[config.mk]
export PLATFORM = sky130hd
export DESIGN_NAME = score_level_unit_flat
export DESIGN_NICKNAME = d
export VERILOG_FILES = /design/src/rtl/score_level_unit_pkg.sv /design/src/rtl/score_level_unit_if.sv /design/src/rtl/score_level_unit_bin2bcd_seq.sv /design/src/rtl/score_level_unit.sv /design/src/flat_wrapper.sv
export SDC_FILE = /design/constraint.sdc
export NUM_CORES = 1
export LEC_CHECK = 0
export ABC_AREA = 1
export CAP_MARGIN = 25
export CORE_MARGIN = 1.5
export CORE_UTILIZATION = 50
export CTS_CLUSTER_SIZE = 8
export DETAILED_ROUTE_END_ITERATION = 16
export GPL_TIMING_DRIVEN = 0
export PLACE_DENSITY = 0.71
export SLEW_MARGIN = 25
export SYNTH_ARGS = -nofsm -noshare
export SYNTH_HDL_FRONTEND = slang
export SYNTH_SLANG_ARGS = --single-unit
export TNS_END_PERCENT = 20
[constraint.sdc]
create_clock -name clk -period 5.9 [get_ports clk]
set_input_delay 1.18 -clock clk [delete_from_list [all_inputs] [get_ports clk]]
set_output_delay 1.18 -clock clk [all_outputs]
set_load 0.01 [all_outputs]
[src/rtl/score_level_unit_pkg.sv]
// Shared game package: default parameter values, converter state encoding
// and the line-clear points table.
package score_level_unit_pkg;

  localparam int SLU_SCORE_W         = 13;
  localparam int SLU_SCORE_MAX       = 8191;
  localparam int SLU_DIGITS          = 4;
  localparam int SLU_WIN_THRESH      = 100;
  localparam int SLU_LINES_PER_LEVEL = 10;
  localparam int SLU_MAX_LEVEL       = 15;
  localparam int SLU_BASE_TICKS      = 50_000_000;
  localparam int SLU_TICK_STEP       = 3_000_000;
  localparam int SLU_MIN_TICKS       = 5_000_000;

  typedef enum logic [1:0] {
    ST_IDLE  = 2'd0,
    ST_SHIFT = 2'd1,
    ST_DONE  = 2'd2
  } bcd_state_t;

  // Base points for a clear of n lines; 0 marks an illegal line count.
  function automatic logic [3:0] line_points(input logic [2:0] n);
    case (n)
      3'd1:    return 4'd1;
      3'd2:    return 4'd3;
      3'd3:    return 4'd5;
      3'd4:    return 4'd8;
      default: return 4'd0;
    endcase
  endfunction

endpackage

[src/rtl/score_level_unit_if.sv]
// Game-event inputs and score/level/gravity/BCD outputs of the score unit.
interface score_level_unit_if #(
  parameter int SCORE_W = 13,
  parameter int DIGITS  = 4
);
  logic                  game_start;
  logic                  clr_valid;
  logic [2:0]            clr_lines;
  logic [SCORE_W-1:0]    score;
  logic [3:0]            level;
  logic                  win;
  logic                  drop_tick;
  logic [4*DIGITS-1:0]   bcd;
  logic                  bcd_valid;

  modport master (
    output game_start, clr_valid, clr_lines,
    input  score, level, win, drop_tick, bcd, bcd_valid
  );

  modport slave (
    input  game_start, clr_valid, clr_lines,
    output score, level, win, drop_tick, bcd, bcd_valid
  );
endinterface

[src/rtl/score_level_unit_bin2bcd_seq.sv]
// Sequential shift-add-3 binary to BCD converter. Starts whenever the input
// differs from the last converted value; bcd only ever shows full results.
module bin2bcd_seq
  import score_level_unit_pkg::*;
#(
  parameter int SCORE_W = 13,
  parameter int DIGITS  = 4
) (
  input  logic                clk,
  input  logic                rst_n,
  input  logic [SCORE_W-1:0]  bin,
  output logic [4*DIGITS-1:0] bcd,
  output logic                bcd_valid
);
  localparam int CW = $clog2(SCORE_W + 1);

  bcd_state_t          state;
  logic [SCORE_W-1:0]  sh;
  logic [SCORE_W-1:0]  last;
  logic [4*DIGITS-1:0] acc;
  logic [4*DIGITS-1:0] acc_adj;
  logic [CW-1:0]       cnt;
  logic                pending;

  // Add 3 to every digit that is 5 or more before the next shift.
  always_comb begin
    acc_adj = acc;
    for (int unsigned d = 0; d < DIGITS; d++) begin
      if (acc[4*d +: 4] >= 4'd5) acc_adj[4*d +: 4] = acc[4*d +: 4] + 4'd3;
    end
  end

  // Converter FSM with registered bcd and one-cycle bcd_valid.
  always_ff @(posedge clk) begin
    if (!rst_n) begin
      state     <= ST_IDLE;
      sh        <= '0;
      last      <= '0;
      acc       <= '0;
      cnt       <= '0;
      pending   <= 1'b0;
      bcd       <= '0;
      bcd_valid <= 1'b0;
    end else begin
      bcd_valid <= 1'b0;
      case (state)
        ST_IDLE: begin
          if (pending || (bin != last)) begin
            sh      <= bin;
            last    <= bin;
            acc     <= '0;
            cnt     <= '0;
            pending <= 1'b0;
            state   <= ST_SHIFT;
          end
        end
        ST_SHIFT: begin
          acc <= {acc_adj[4*DIGITS-2:0], sh[SCORE_W-1]};
          sh  <= {sh[SCORE_W-2:0], 1'b0};
          cnt <= cnt + CW'(1);
          if (bin != last) pending <= 1'b1;
          if (cnt == CW'(SCORE_W - 1)) state <= ST_DONE;
        end
        ST_DONE: begin
          bcd       <= acc;
          bcd_valid <= 1'b1;
          if (bin != last) pending <= 1'b1;
          state     <= ST_IDLE;
        end
        default: state <= ST_IDLE;
      endcase
    end
  end

endmodule

[src/rtl/score_level_unit.sv]
// Score, line/level tracking, win flag, gravity tick generator and BCD
// image of the score for a falling-block game.
module score_level_unit
  import score_level_unit_pkg::*;
#(
  parameter int SCORE_W         = SLU_SCORE_W,
  parameter int SCORE_MAX       = SLU_SCORE_MAX,
  parameter int DIGITS          = SLU_DIGITS,
  parameter int WIN_THRESH      = SLU_WIN_THRESH,
  parameter int LINES_PER_LEVEL = SLU_LINES_PER_LEVEL,
  parameter int MAX_LEVEL       = SLU_MAX_LEVEL,
  parameter int BASE_TICKS      = SLU_BASE_TICKS,
  parameter int TICK_STEP       = SLU_TICK_STEP,
  parameter int MIN_TICKS       = SLU_MIN_TICKS
) (
  input logic               clk,
  input logic               rst_n,
  score_level_unit_if.slave bus
);
  // Holds a residue below LINES_PER_LEVEL plus one 4-line clear.
  localparam int LW = $clog2(LINES_PER_LEVEL + 5);

  logic [SCORE_W-1:0]  score_q;
  logic [3:0]          level_q;
  logic [LW-1:0]       lines_q;
  logic                win_q;
  logic                tick_q;
  logic [31:0]         drop_cnt;
  logic [3:0]          pts;
  logic                ev;
  logic                lvl_up;
  int                  sum_i;
  int                  lines_i;
  int                  period_i;

  // Points for a legal event, scaled by the pre-event level and saturated.
  always_comb begin
    pts   = line_points(bus.clr_lines);
    ev    = bus.clr_valid && (pts != 4'd0);
    sum_i = int'(score_q) + int'(pts) * (int'(level_q) + 1);
    if (sum_i > SCORE_MAX) sum_i = SCORE_MAX;
  end

  // Line accumulation with a single level step per event.
  always_comb begin
    lvl_up  = 1'b0;
    lines_i = int'(lines_q) + int'(bus.clr_lines);
    if (lines_i >= LINES_PER_LEVEL) begin
      lines_i = lines_i - LINES_PER_LEVEL;
      lvl_up  = 1'b1;
    end
  end

  // Drop period for the current level, floored at MIN_TICKS.
  always_comb begin
    period_i = BASE_TICKS - int'(level_q) * TICK_STEP;
    if (period_i < MIN_TICKS) period_i = MIN_TICKS;
  end

  // Score, line counter and level; game_start overrides a coincident event.
  always_ff @(posedge clk) begin
    if (!rst_n || bus.game_start) begin
      score_q <= '0;
      level_q <= '0;
      lines_q <= '0;
    end else if (ev) begin
      score_q <= SCORE_W'(sum_i);
      lines_q <= LW'(lines_i);
      if (lvl_up && (int'(level_q) < MAX_LEVEL)) level_q <= level_q + 4'd1;
    end
  end

  // Win flag follows the registered score one cycle later.
  always_ff @(posedge clk) begin
    if (!rst_n) win_q <= 1'b0;
    else        win_q <= (int'(score_q) > WIN_THRESH);
  end

  // Gravity down-counter; the level is sampled only when it reloads.
  always_ff @(posedge clk) begin
    if (!rst_n || bus.game_start) begin
      drop_cnt <= 32'(BASE_TICKS - 1);
      tick_q   <= 1'b0;
    end else if (drop_cnt == 32'd0) begin
      drop_cnt <= 32'(period_i - 1);
      tick_q   <= 1'b1;
    end else begin
      drop_cnt <= drop_cnt - 32'd1;
      tick_q   <= 1'b0;
    end
  end

  bin2bcd_seq #(
    .SCORE_W (SCORE_W),
    .DIGITS  (DIGITS)
  ) u_bcd (
    .clk       (clk),
    .rst_n     (rst_n),
    .bin       (score_q),
    .bcd       (bus.bcd),
    .bcd_valid (bus.bcd_valid)
  );

  assign bus.score     = score_q;
  assign bus.level     = level_q;
  assign bus.win       = win_q;
  assign bus.drop_tick = tick_q;

endmodule

[src/flat_wrapper.sv]
// flat-port wrapper written by rule: the top's interface ports become plain ports
module score_level_unit_flat import score_level_unit_pkg::*;
#(
  parameter int SCORE_W         = SLU_SCORE_W,
  parameter int SCORE_MAX       = SLU_SCORE_MAX,
  parameter int DIGITS          = SLU_DIGITS,
  parameter int WIN_THRESH      = SLU_WIN_THRESH,
  parameter int LINES_PER_LEVEL = SLU_LINES_PER_LEVEL,
  parameter int MAX_LEVEL       = SLU_MAX_LEVEL,
  parameter int BASE_TICKS      = SLU_BASE_TICKS,
  parameter int TICK_STEP       = SLU_TICK_STEP,
  parameter int MIN_TICKS       = SLU_MIN_TICKS
)
  (clk, rst_n, bus_game_start, bus_clr_valid, bus_clr_lines, bus_score, bus_level, bus_win, bus_drop_tick, bus_bcd, bus_bcd_valid);
  score_level_unit_if #(.SCORE_W(SCORE_W), .DIGITS(DIGITS)) bus_i ();
  input logic clk;
  input logic rst_n;
  input wire logic [$bits(bus_i.game_start)-1:0] bus_game_start;
  input wire logic [$bits(bus_i.clr_valid)-1:0] bus_clr_valid;
  input wire logic [$bits(bus_i.clr_lines)-1:0] bus_clr_lines;
  output wire logic [$bits(bus_i.score)-1:0] bus_score;
  output wire logic [$bits(bus_i.level)-1:0] bus_level;
  output wire logic [$bits(bus_i.win)-1:0] bus_win;
  output wire logic [$bits(bus_i.drop_tick)-1:0] bus_drop_tick;
  output wire logic [$bits(bus_i.bcd)-1:0] bus_bcd;
  output wire logic [$bits(bus_i.bcd_valid)-1:0] bus_bcd_valid;
  assign bus_i.game_start = bus_game_start;
  assign bus_i.clr_valid = bus_clr_valid;
  assign bus_i.clr_lines = bus_clr_lines;
  assign bus_score = bus_i.score;
  assign bus_level = bus_i.level;
  assign bus_win = bus_i.win;
  assign bus_drop_tick = bus_i.drop_tick;
  assign bus_bcd = bus_i.bcd;
  assign bus_bcd_valid = bus_i.bcd_valid;
  score_level_unit #(.SCORE_W(SCORE_W), .SCORE_MAX(SCORE_MAX), .DIGITS(DIGITS), .WIN_THRESH(WIN_THRESH), .LINES_PER_LEVEL(LINES_PER_LEVEL), .MAX_LEVEL(MAX_LEVEL), .BASE_TICKS(BASE_TICKS), .TICK_STEP(TICK_STEP), .MIN_TICKS(MIN_TICKS)) u_core (.clk(clk), .rst_n(rst_n), .bus(bus_i));
endmodule
==> impl_metrics.ini, run 1 <==
[run_status]
status = complete, no violations

[routing]
drc = 0
drt_first_pass_iters = 5
drtIter0Drc = 624
viasPerCell = 5.38
ant_nets = 0
wirelength_mm = 24.3
avgRoutedWirePerCell_microns = 14.4
via_count = 9034

[critical_path]
crit_path_top_delay_cell = fa_2
crit_family = simple AND/OR/NAND/NOR gates
critPathCaptureType = flip-flop
cpMostUsedCell = nand2_1
startpoint_type = flip-flop
cp.required_ps = 6270
path_buf_inv = 7
crit_arrival_ps = 5900
path_class = flip-flop to flip-flop
max_stage_delay_ps = 670
path_max_fanout = 7
rrSetupSlack_ps = 370

[layout]
final_nets = 1532
syn_to_final_growth_pct = 19.6
drive_above_1_share_pct = 10.5
post-route-util_pct = 60.8
antenna_cells = 0

[die]
fp.coreArea_sq_um = 18000
start_util_pct = 50.8
boundaryPins = 43
die_h_microns = 138
die_w_microns = 138
die_area_sq_um = 19100
num_rows = 49

[global_route]
antenna_found_initial = 0
grt_pass1_wl_mm = 40.7
grt_pass1_vias = 8580
grt_max_degree = 17
overflow = 0
grt.total_usage_pct = 25.6

[sta]
setup_viol = 0
maxSlewViolCount = 0
layout_min_cycle_time_ps = 5530
skew_ps = 11.5
tightest_slew_ps = 849
maxSlewHeadroom_pct = 42.9
final-hold-violation-count = 0
setup_tns_ps = 0
period_share_pct = 93.6
rsz0062_at_grt = true
max_freq_mhz = 181

[clock_network]
clock_latency_ps = 430
ctsHoldBuffers = 0
htree_levels = 4
clk_pin_slew_ps = 60
cts_tree = built
cts_buffer_depth = 2
cts_made_buffers = 17
root_buffer = clkbuf_16
clkSinkCount = 121

[logic_synthesis]
syn_nets = 1459
synth_area_leader_cell = dfxtp_1
ys_seq_elements = 121
syn_area_per_cell_sq_um = 6.69
async_reset_ff_share_pct = 0
yosysWarningCount = 0
syn-cell-area_sq_um = 9130
synth_seq_area_share_pct = 26.5
ys_types = 50
synth_ff_type = dfxtp_1
synth_top_area_share_pct = 26.5
synthCells = 1365
synth-edff-count = 0
synth.area.top_cells = dfxtp_1 (27%), nand2_1 (12%), ha_1 (9.5%), inv_1 (8.1%), nor2_1 (6.0%)

[power_and_ir_drop]
vdd_drop_max_mv = 0.314
power_leakage_nw = 4.80
power_density_nw_per_um2 = 283

[placed_design]
place.port_buffers = 42
hpwl_mm = 18.2
gp_congestion = 0.922

[flow_run]
timing.max_cap.violations = 0

[hold_path]
holdCritPathClass = flip-flop to flip-flop
-- cell usage after synthesis, types with 5 or more instances --
cell type	n
nand2_1	282
inv_1	198
nor2_1	146
dfxtp_1	121
a21oi_1	103
o21ai_0	100
nand3_1	74
ha_1	69
xor2_1	28
clkbuf_1	26
nor3_1	25
fa_1	18
nand2_2	18
xnor2_1	17
a31oi_1	16
nand4_1	16
a211oi_1	13
nor2_2	11
a221oi_1	8
nor4_1	8
o211ai_1	6
o31ai_1	5
or2_2	5
-- area by class of cell --
cell class / count / area [sq um]
buffer: 31 / 148
clock inverter: 14 / 265
multi-input combinational: 1007 / 6040
sequential: 121 / 2440
inverter: 205 / 771
fill: 1714 / 7050
timing repair buffer: 55 / 528
clock buffer: 18 / 439
tap: 229 / 287
-- cells in the final DEF (no fill, tap or decap), types with 24 or more instances in the layout --
| cell type | synthesis | final |
|---|---|---|
| nand2_1 | 282 | 270 |
| inv_1 | 198 | 198 |
| nor2_1 | 146 | 131 |
| dfxtp_1 | 121 | 117 |
| a21oi_1 | 103 | 102 |
| o21ai_0 | 100 | 100 |
| nand3_1 | 74 | 71 |
| ha_1 | 69 | 61 |
| clkdlybuf4s50_1 | 0 | 42 |
| nand2_2 | 18 | 30 |
| xor2_1 | 28 | 27 |
| clkbuf_1 | 26 | 24 |
-- state kept, by name, indices dropped and copies added (netlist names), 4 cells and up --
name	count
u_core.bus.level	4
u_core.bus.score	13
u_core.drop_cnt	32
u_core.lines_q	4
u_core.u_bcd.acc	16
u_core.u_bcd.bcd	16
u_core.u_bcd.cnt	4
u_core.u_bcd.last	13
u_core.u_bcd.sh	13
-- final timing paths --
check / startpoint / cells past startpoint / to
hold / removal: u_core.drop_cnt[0] / 1 / u_core.drop_cnt[0]
hold reg to reg: u_core.drop_cnt[0] / 1 / u_core.drop_cnt[0]
setup reg to reg: u_core.bus.level[2] / 37 / u_core.drop_cnt[26]
setup / recovery: u_core.bus.level[2] / 37 / u_core.drop_cnt[26]
-- cells by family after synthesis --
| group | share of synthesized area [%] |
|---|---|
| simple gates | 28.6 |
| compound gates | 16.5 |
| buf+inv | 9.99 |
| flops | 26.5 |
| fa+ha+maj | 13.4 |
| xor+xnor | 4.97 |
-- where the power goes --
part | total (mW) | switching (mW) | internal [mW] | leakage [nW]
Combinational | 0.817 | 0.528 | 0.289 | 3.48
Sequential | 1.02 | 0.0756 | 0.945 | 0.990
Clock | 1.25 | 0.402 | 0.849 | 0.338
Total | 3.09 | 1.01 | 2.08 | 4.80
-- metal layers --
layer  vias up  global-route usage [%]  routed length [microns]
li1       4609                       -                        -
met1      4220                    32.5                    11200
met2       176                    44.9                    11800
met3        29                    4.12                      978
met4         0                    7.48                      342
met5         -                       0                        0
-- timing repair --
| item | 4_1_cts | 5_1_grt |
|---|---|---|
| pin swaps | 0 | 15 |
| buffers inserted | 0 | 13 |
| hold endpoints to repair | 0 | 0 |
| setup endpoints to repair | 21 | 28 |
| gates resized for setup | 16 | 51 |
-- stage by stage --
step	cell area [sq um]	power, mW	hold WS, ps	worst slack, ps	std cells
after CTS	10600	3.09	411	8.17	1667
after global placement	9840	1.82	399	-856	1636
after detailed placement	9840	1.84	397	-885	1636
after floorplan	9130	1.56	380	283	1365
after global routing	10900	3.24	432	-126	1680
final	10900	3.09	417	375	1680
Note: power is estimated with default switching activity, not from simulation.
==> run 2, diff against run 1 <==
Settings changed: SLEW_MARGIN 25 to default.
==> run 2 against run 1 <==
  * First-iteration DRC count fell by 7.2%
  * Critical path depth fell by 16
  * Total power fell by 4.7%
  * Via count barely moved
  * Flip-flop and latch count did not move
  * Routed wire length fell by 0.67%
  * Combinational power fell by 1%
  * Global-route usage fell by 0.054 points
  * Sequential power barely moved
  * Hold slack got worse by 5.7 ps
  * Non-clock buffer count fell by 3
==> impl_metrics.ini, run 2 (synthesized netlist as in run 1, its figures left out) <==
[run_status]
status = complete, no violations

[die]
die_h_microns = 138
num_rows = 49
die_area_sq_um = 19100
fp.coreArea_sq_um = 18000
die_w_microns = 138
boundaryPins = 43
start_util_pct = 50.8

[sta]
maxSlewViolCount = 0
skew_ps = 10.5
period_share_pct = 93.9
setup_viol = 0
tightest_slew_ps = 668
layout_min_cycle_time_ps = 5540
rsz0062_at_grt = true
maxSlewHeadroom_pct = 55.3
final-hold-violation-count = 0
fin_ws_ps = 357
setup_tns_ps = 0
max_freq_mhz = 180

[power_and_ir_drop]
p_switching_mw = 0.986
p_sw_share_pct = 33.5
power_density_nw_per_um2 = 274
clkPwrFrac_pct = 37.9
vdd_drop_max_mv = 0.299
seqPwrFrac_pct = 34.6
comb_power_share_pct = 27.5
power_leakage_nw = 4.76
p_int_mw = 1.96

[placed_design]
hpwl_mm = 18.2
dp.cells = 1637
gp_congestion = 0.922
place_area_sq_um = 9840
dp_slack_ps = -862
place.port_buffers = 42

[layout]
final_nets = 1529
multi_input_area_sq_um = 6000
finalInstanceArea_sq_um = 10800
antenna_cells = 0
syn_to_final_growth_pct = 17.9
final_cell_mix = nand2_1 (275), inv_1 (198), nor2_1 (133), dfxtp_1 (117), a21oi_1 (102)
ff_latch_area_sq_um = 2440
largest_register_ffs = 32
largest_registers = u_core.drop_cnt x32, u_core.u_bcd.acc x16, u_core.u_bcd.bcd x16
fill_cells = 1704
drive_above_1_share_pct = 9.60
fin_cells = 1677
layout_commonest_cell = nand2_1
regMostFlops = u_core.drop_cnt

[routing]
drtIter0Drc = 579
drc = 0
via_count = 9025
ant_nets = 0
wirelength_mm = 24.1
drt_first_pass_iters = 5
viasPerCell = 5.38
avgRoutedWirePerCell_microns = 14.4

[clock_network]
cts_tree = built
clkSinkCount = 121
root_buffer = clkbuf_16
cts_made_buffers = 17
htree_levels = 4
clock_latency_ps = 430
clk_pin_slew_ps = 50
cts_buffer_depth = 2

[flow_run]
timing.max_cap.violations = 0

[global_route]
antenna_found_initial = 0
grt.total_usage_pct = 25.6
grt_pass1_vias = 8781
grt_pass1_wl_mm = 40.7
grt_max_degree = 17
overflow = 0

[critical_path]
path_max_fanout = 8
cp.required_ps = 6210
critPathCaptureType = flip-flop
path_class = input pin to flip-flop
startpoint_type = input pin
rrSetupSlack_ps = 550
crit_arrival_ps = 5860

[hold_path]
holdCritPathClass = flip-flop to flip-flop
==> run 2: metal layers <==
| layer | routed length, microns | vias to the layer above | track usage, % |
|---|---|---|---|
| met4 | 485 | 0 | 8.64 |
| met2 | 11600 | 207 | 44.8 |
| met1 | 11000 | 4172 | 32.2 |
| li1 | - | 4608 | - |
| met5 | 0 | - | 0 |
| met3 | 1070 | 38 | 3.88 |
==> run 2: worst max-delay path, stage by stage <==
cell and delay [ps]:
clkdlybuf4s50_1 570, inv_1 90, nor3_2 270, nand2_1 130
fa_1 530, fa_1 440, fa_1 540, inv_1 40
ha_1 340, nand3_1 80, nand2_1 110, a21oi_1 70
nor2_1 90, nor2_1 70, o21bai_1 130, a21oi_1 110
o21ai_0 220, inv_1 100, nor3_2 270, nor2_2 160
a221oi_1 320
==> run 2: final cells by class <==
cell class / count / area share [%]
clock buffers: 20 / 4.24
well taps: 229 / 2.66
multi-input cells: 1007 / 55.7
repair buffers: 52 / 4.58
plain buffers: 31 / 1.37
clock inverters: 12 / 1.60
flip-flops and latches: 121 / 22.6
inverters: 205 / 7.16
==> run 2: what timing repair did <==
action | in CTS | in global routing
buffers inserted | 0 | 9
gates resized for setup | 17 | 40
hold endpoints to repair | 0 | 0
endpoints found under the setup margin | 21 | 26
hold buffers | 0 | 0
pin swaps | 0 | 8
==> run 2: final timing paths <==
path,start,to,depth (start not counted)
worst max-delay path,bus_clr_lines[1],u_core.bus.score[3],21
worst min-delay path,u_core.drop_cnt[0],u_core.drop_cnt[0],1
worst max register to register,u_core.bus.level[2],u_core.drop_cnt[26],37
worst min register to register,u_core.drop_cnt[0],u_core.drop_cnt[0],1
==> run 2: stage by stage <==
step	util (%)	power, mW	hold slack [ps]
after floorplan	-	1.56	380
after global placement	54.8	1.82	399
after detailed placement	54.8	1.83	400
after CTS	58.6	2.94	413
after global routing	59.9	3.09	438
final	59.9	2.94	412
==> run 2: power by group through the flow <==
stage,Sequential [mW],Clock (mW),Combinational [mW]
5_1_grt,1.03,1.15,0.909
3_3_place_gp,1.03,0,0.784
4_1_cts,1.02,1.12,0.805
2_1_floorplan,1.04,0,0.524
6_report,1.02,1.12,0.809
3_5_place_dp,1.04,0,0.798
